==> src/rtl/cpu_pkg.sv <==
// cpu_pkg: opcodes, sequencer states, instruction field positions and opcode classification
package cpu_pkg;
    localparam int DATA_W = 32;
    localparam int NREG   = 16;
    localparam int OPC_W  = 5;

    localparam logic [OPC_W-1:0] OP_LD   = 5'd0;
    localparam logic [OPC_W-1:0] OP_LDI  = 5'd1;
    localparam logic [OPC_W-1:0] OP_ST   = 5'd2;
    localparam logic [OPC_W-1:0] OP_ADD  = 5'd3;
    localparam logic [OPC_W-1:0] OP_SUB  = 5'd4;
    localparam logic [OPC_W-1:0] OP_AND  = 5'd5;
    localparam logic [OPC_W-1:0] OP_OR   = 5'd6;
    localparam logic [OPC_W-1:0] OP_ROR  = 5'd7;
    localparam logic [OPC_W-1:0] OP_ROL  = 5'd8;
    localparam logic [OPC_W-1:0] OP_SHR  = 5'd9;
    localparam logic [OPC_W-1:0] OP_SHRA = 5'd10;
    localparam logic [OPC_W-1:0] OP_SHL  = 5'd11;
    localparam logic [OPC_W-1:0] OP_ADDI = 5'd12;
    localparam logic [OPC_W-1:0] OP_ANDI = 5'd13;
    localparam logic [OPC_W-1:0] OP_ORI  = 5'd14;
    localparam logic [OPC_W-1:0] OP_DIV  = 5'd15;
    localparam logic [OPC_W-1:0] OP_MUL  = 5'd16;
    localparam logic [OPC_W-1:0] OP_NEG  = 5'd17;
    localparam logic [OPC_W-1:0] OP_NOT  = 5'd18;
    localparam logic [OPC_W-1:0] OP_MFHI = 5'd19;
    localparam logic [OPC_W-1:0] OP_MFLO = 5'd20;
    localparam logic [OPC_W-1:0] OP_NOP  = 5'd26;
    localparam logic [OPC_W-1:0] OP_HALT = 5'd27;

    localparam int OP_HI = 31;
    localparam int OP_LO = 27;
    localparam int RA_HI = 26;
    localparam int RA_LO = 23;
    localparam int RB_HI = 22;
    localparam int RB_LO = 19;
    localparam int RC_HI = 18;
    localparam int RC_LO = 15;

    typedef enum logic [3:0] {
        S_IDLE, S_F0, S_F1, S_F2, S_T3, S_T4, S_T5, S_T6, S_T7, S_HALT
    } state_t;

    typedef enum logic [3:0] {
        K_NOP, K_RR, K_IMM, K_UN, K_MD, K_MF, K_LD, K_ST, K_HALT
    } kind_t;

    function automatic kind_t op_kind(input logic [OPC_W-1:0] op);
        case (op)
            OP_ADD, OP_SUB, OP_AND, OP_OR, OP_ROR, OP_ROL,
            OP_SHR, OP_SHRA, OP_SHL:         return K_RR;
            OP_ADDI, OP_ANDI, OP_ORI, OP_LDI: return K_IMM;
            OP_NEG, OP_NOT:                  return K_UN;
            OP_MUL, OP_DIV:                  return K_MD;
            OP_MFHI, OP_MFLO:                return K_MF;
            OP_LD:                           return K_LD;
            OP_ST:                           return K_ST;
            OP_HALT:                         return K_HALT;
            default:                         return K_NOP;
        endcase
    endfunction

    function automatic logic [OPC_W-1:0] imm_alu(input logic [OPC_W-1:0] op);
        return op == OP_ANDI ? OP_AND : op == OP_ORI ? OP_OR : OP_ADD;
    endfunction
endpackage

==> src/rtl/reg_decoder_4to16.sv <==
// reg_decoder_4to16: register index to one-hot enable vector, all zero when disabled
module reg_decoder_4to16 (
    input  logic [3:0]  idx,
    input  logic        en,
    output logic [15:0] onehot
);
    assign onehot = en ? 16'(1) << idx : '0;
endmodule

==> src/rtl/control_sequencer.sv <==
// control_sequencer: hardwired fetch/decode/execute T-state control unit
module control_sequencer
    import cpu_pkg::*;
(
    input  logic              clock,
    input  logic              clear,
    input  logic [DATA_W-1:0] ir,
    input  logic              mem_ready,
    output logic [NREG-1:0]   Rin,
    output logic [NREG-1:0]   Rout,
    output logic              PCout,
    output logic              PCin,
    output logic              IncPC,
    output logic              IRin,
    output logic              MARin,
    output logic              MDRin,
    output logic              MDRout,
    output logic              read,
    output logic              write,
    output logic              Yin,
    output logic              Zin,
    output logic              Zhighout,
    output logic              Zlowout,
    output logic              HIin,
    output logic              LOin,
    output logic              HIout,
    output logic              LOout,
    output logic              Cout,
    output logic [OPC_W-1:0]  alu_op,
    output logic              run
);
    state_t           state;
    kind_t            kind;
    logic [OPC_W-1:0] op;
    logic [3:0]       ra, rb, rc, rout_idx;
    logic             rin_en, rout_en;
    logic             unused_c;

    assign op       = ir[OP_HI:OP_LO];
    assign ra       = ir[RA_HI:RA_LO];
    assign rb       = ir[RB_HI:RB_LO];
    assign rc       = ir[RC_HI:RC_LO];
    assign kind     = op_kind(op);
    assign unused_c = ^ir[RC_LO-1:0];

    // state sequencing; clear wins over every transition, including memory waits
    always_ff @(posedge clock) begin
        if (clear) state <= S_IDLE;
        else begin
            case (state)
                S_IDLE:  state <= S_F0;
                S_F0:    state <= S_F1;
                S_F1:    state <= mem_ready ? S_F2 : S_F1;
                S_F2:    state <= S_T3;
                S_T3:    state <= kind == K_HALT ? S_HALT : (kind == K_NOP || kind == K_MF) ? S_F0 : S_T4;
                S_T4:    state <= kind == K_UN ? S_F0 : S_T5;
                S_T5:    state <= (kind == K_RR || kind == K_IMM) ? S_F0 : S_T6;
                S_T6:    state <= kind == K_MD ? S_F0 : (kind == K_LD && !mem_ready) ? S_T6 : S_T7;
                S_T7:    state <= (kind == K_ST && !mem_ready) ? S_T7 : S_F0;
                S_HALT:  state <= S_HALT;
                default: state <= S_IDLE;
            endcase
        end
    end

    // Moore control word from state and instruction fields only
    always_comb begin
        {PCout, PCin, IncPC, IRin, MARin, MDRin, MDRout, read, write} = '0;
        {Yin, Zin, Zhighout, Zlowout, HIin, LOin, HIout, LOout, Cout} = '0;
        alu_op   = '0;
        rin_en   = 1'b0;
        rout_en  = 1'b0;
        rout_idx = rb;
        run      = state != S_IDLE && state != S_HALT;
        case (state)
            S_F0: {PCout, MARin, IncPC} = 3'b111;
            S_F1: {read, MDRin} = 2'b11;
            S_F2: {MDRout, IRin} = 2'b11;
            S_T3: case (kind)
                K_RR, K_IMM, K_LD, K_ST: {rout_en, Yin} = 2'b11;
                K_UN: begin
                    {rout_en, Zin} = 2'b11;
                    alu_op = op;
                end
                K_MD: begin
                    {rout_en, Yin} = 2'b11;
                    rout_idx = ra;
                end
                K_MF: begin
                    HIout  = op == OP_MFHI;
                    LOout  = op == OP_MFLO;
                    rin_en = 1'b1;
                end
                default: ;
            endcase
            S_T4: case (kind)
                K_RR: begin
                    {rout_en, Zin} = 2'b11;
                    rout_idx = rc;
                    alu_op = op;
                end
                K_IMM: begin
                    {Cout, Zin} = 2'b11;
                    alu_op = imm_alu(op);
                end
                K_LD, K_ST: begin
                    {Cout, Zin} = 2'b11;
                    alu_op = OP_ADD;
                end
                K_UN: {Zlowout, rin_en} = 2'b11;
                K_MD: begin
                    {rout_en, Zin} = 2'b11;
                    alu_op = op;
                end
                default: ;
            endcase
            S_T5: case (kind)
                K_RR, K_IMM: {Zlowout, rin_en} = 2'b11;
                K_MD:        {Zlowout, LOin} = 2'b11;
                K_LD, K_ST:  {Zlowout, MARin} = 2'b11;
                default: ;
            endcase
            S_T6: case (kind)
                K_MD: {Zhighout, HIin} = 2'b11;
                K_LD: {read, MDRin} = 2'b11;
                K_ST: begin
                    {rout_en, MDRin} = 2'b11;
                    rout_idx = ra;
                end
                default: ;
            endcase
            S_T7: case (kind)
                K_LD: {MDRout, rin_en} = 2'b11;
                K_ST: {MDRout, write} = 2'b11;
                default: ;
            endcase
            default: ;
        endcase
    end

    reg_decoder_4to16 u_rin (
        .idx    (ra),
        .en     (rin_en),
        .onehot (Rin)
    );

    reg_decoder_4to16 u_rout (
        .idx    (rout_idx),
        .en     (rout_en),
        .onehot (Rout)
    );
endmodule

==> config.mk <==
export PLATFORM = sky130hd
export DESIGN_NAME = control_sequencer
export DESIGN_NICKNAME = d
export VERILOG_FILES = /design/src/rtl/cpu_pkg.sv /design/src/rtl/reg_decoder_4to16.sv /design/src/rtl/control_sequencer.sv
export SDC_FILE = /design/constraint.sdc
export NUM_CORES = 1
export LEC_CHECK = 0
export CAP_MARGIN = 20
export CORE_MARGIN = 2
export CORE_UTILIZATION = 35
export CTS_BUF_LIST = sky130_fd_sc_hd__clkbuf_4 sky130_fd_sc_hd__clkbuf_8
export CTS_CLUSTER_SIZE = 25
export DETAILED_ROUTE_END_ITERATION = 16
export GPL_ROUTABILITY_DRIVEN = 0
export PLACE_DENSITY_LB_ADDON = 0.12
export SYNTH_ARGS = -nofsm -noshare
export SYNTH_HDL_FRONTEND = slang
export SYNTH_SLANG_ARGS = --single-unit
==> constraint.sdc <==
create_clock -name clock -period 4.2 [get_ports clock]
set_clock_uncertainty 0.15 [all_clocks]
set_input_delay 0.63 -clock clock [delete_from_list [all_inputs] [get_ports clock]]
set_output_delay 0.63 -clock clock [all_outputs]
set_load 0.02 [all_outputs]
==> results.tsv, run 1 <==
metric	value	unit
first_pass_iters	4	
cp-start-kind	primary input	
leakage	1.210	nW
swShare	0.4185	
drt-total-wl	5.671	mm
synth_top_area_cell	nor2_1	
maxCapViolCount	0	
routedWlPerCell	14.25	um
initial_core_util	0.3566	
h-tree-depth	1	
hp-class	flop to flop	
ios	91	
cts_sinks	4	
netlist_area	0.001531	mm^2
hold_depth	2	
largestRegisters	state x4	
endpoint_kind	output pin	
grt.total_usage	0.2283	
io_buffers	74	
seqPwrFrac	0.127	
reg2reg_depth	7	
nets	389	
drtAntennaViolNets	0	
min_period	4.032	ns
pre_cts_ws	-0.5301	ns
cts-root-buf	clkbuf_8	
core_area	0.004294	mm^2
max_freq	248.0	MHz
largest_reg_flops	4	
rsz0062_at_grt	false	
top_register	state	
internal_power	236.9	uW
critPathArrivalTime	3.25	ns
antenna_found_initial	0	
die-area	0.004921	mm^2
grt_pass1_wl	9.515	mm
clockPowerShare	0.198	
drive_gt1_frac	0.3555	
p_comb_frac	0.675	
timing.final.crit_share	0.9601	
path_class	primary input to output pin	
dieWidth	70.15	um
vias	2145	
synth_seq_area_share	0.05229	
grt_max_degree	14	
fill_cells	438	
hold_violations	0	
ys_warn_count	0	
path_max_fanout	10	
grt_pass1_vias	1993	
drtIter0Drc	174	
syn_inst	234	
finalMaxSlewViolations	0	
syn_to_final_growth	75.33	%
status	complete, no violations	
cts_tree	built	
setup_violations	0	
drc	0	
insertion_delay	0.22	ns
power.total	407.5	uW
async_flop_share	0	
fp-row-count	24	
synthTopCellsByArea	nor2_1 (9.3%), nor3_1 (5.9%), dfxtp_1 (5.2%), ha_1 (4.9%), nand2_1 (4.7%)	
numCtsBuffers	3	
die_h	70.15	um
clkTransAtPathRegs	0.03	ns
synthDistinctLibCells	67	
ir_drop	0.0001245	V
hpwl	4.359	mm
synth_edf_count	0	
avgViaCountPerCell	5.389	
grt_overflow	0	
p_per_area	151.8	mW/mm^2
synthDominantCellAreaShare	0.09314	
synth_flop_cell	dfxtp_1	
cts_buffer_depth	2	
syn_avg_cell_area	6.545	um^2
required	3.42	ns
diodes	0	
ys_seq_elements	4	
setup_ws	0.1676	ns
synthesis.nets	275	
net-switching-power	170.5	uW
==> per-stage QoR <==
| step | instances | util | instance area (um^2) | hold slack, ns | setup TNS [ns] |
|---|---|---|---|---|---|
| 3_3_place_gp | 392 | 0.6072 | 2608 | 0.4514 | -12.69 |
| 6_report | 398 | 0.6253 | 2685 | 0.4662 | 0 |
| 2_1_floorplan | 234 | - | 1531 | 0.4467 | 0 |
| 5_1_grt | 398 | 0.6253 | 2685 | 0.5064 | 0 |
| 4_1_cts | 398 | 0.6198 | 2661 | 0.4650 | -0.02986 |
| 3_5_place_dp | 392 | 0.6072 | 2608 | 0.4605 | -13.71 |
==> layer usage <==
layer	GRT usage	part of all wire	up-vias
li1	-	-	1079
met1	0.3054	0.43	984
met2	0.4042	0.50	77
met3	0.03030	0.065	5
met4	0.02137	0.0060	0
met5	0	0	-
==> power by group through the flow <==
stage	Clock, mW	Sequential (mW)	Combinational, mW
after floorplan	0	0.0431	0.148
after global placement	0	0.0521	0.252
after detailed placement	0	0.0519	0.254
after CTS	0.0816	0.0516	0.266
after global routing	0.0860	0.0532	0.298
final	0.0806	0.0519	0.275
==> worst max-delay path, cell delays in order <==
cell             delay, ns
clkdlybuf4s50_1       0.49
buf_6                 0.14
and4bb_2              0.26
a21o_1                0.19
a211o_1               0.28
mux2i_2               0.21
o21ai_1               0.10
a222oi_1              0.37
buf_4                 0.21
nand2b_4              0.07
nor2_1                0.11
buf_2                 0.19
==> synth_stat cells, types with 4 or more instances <==
library cell	count
ha_1	6
nand2_1	19
nor2_1	38
clkbuf_1	9
nand3_1	7
nor3_1	18
nor4_1	6
o21ai_1	4
o21ai_0	5
nor2b_1	6
and2_1	5
a21oi_1	9
dfxtp_1	4
nand2b_1	9
inv_1	7
==> worst paths after layout <==
kind                            start                   to  slack [ns]
setup / recovery               ir[29]             Rout[13]        0.17
hold / removal    state[2]$_SDFF_PP0_  state[2]$_SDFF_PP0_        0.47
setup reg to reg  state[0]$_SDFF_PP0_  state[2]$_SDFF_PP0_        1.98
hold reg to reg   state[2]$_SDFF_PP0_  state[2]$_SDFF_PP0_        0.47
==> cells in the final DEF, fill, tap and decap left out, drive strengths merged, types with 4 or more instances in the layout <==
| cell type | netlist | final |
|---|---|---|
| buf | 9 | 72 |
| nor2 | 38 | 38 |
| clkdlybuf4s50 | 0 | 33 |
| nand2 | 20 | 20 |
| nor3 | 20 | 20 |
| dlygate4sd2 | 0 | 11 |
| a21oi | 11 | 11 |
| clkbuf | 9 | 10 |
| nand2b | 9 | 9 |
| o21ai | 9 | 9 |
| nand3 | 8 | 8 |
| inv | 7 | 7 |
| nor4 | 7 | 7 |
| nor2b | 6 | 6 |
| ha | 6 | 6 |
| and2 | 6 | 6 |
| or3 | 6 | 6 |
| dfxtp | 4 | 4 |
==> cells by family after synthesis <==
group,Yosys count,synth area share
xor+xnor,3,0.01716
buf+inv,25,0.08578
other cells,1,0.002449
mux,4,0.02941
compound gates,54,0.2647
fa+ha+maj,7,0.05555
flops,4,0.05229
simple gates,136,0.4927
==> cell type report <==
cell class,count,area (um^2),area share
Sequential cell,4,80.08,0.02982
Multi-Input combinational cell,205,1459,0.5433
Tap cell,52,65.06,0.02423
Clock buffer,3,41.29,0.01538
Timing Repair Buffer,127,1013,0.3774
Inverter,7,26.28,0.009786
==> repair_timing <==
item                                    in CTS  in global routing
gates resized for setup                    105                 45
buffers inserted                             3                  0
endpoints found under the setup margin      38                 42
hold endpoints to repair                     0                  0
hold buffers                                 0                  0
cloned                                       0                  0
pin swaps                                    5                  9
No activity file was read; power rests on OpenSTA's default activity.
==> run 2: changes to the inputs <==
--- a/config.mk
+++ b/config.mk
@@ -13,6 +13,7 @@
 export DETAILED_ROUTE_END_ITERATION = 16
 export GPL_ROUTABILITY_DRIVEN = 0
 export PLACE_DENSITY_LB_ADDON = 0.12
+export SLEW_MARGIN = 25
 export SYNTH_ARGS = -nofsm -noshare
 export SYNTH_HDL_FRONTEND = slang
 export SYNTH_SLANG_ARGS = --single-unit
==> results of run 2 <==
Same layout as run 1: the final DEF is identical, and so are final timing and power.
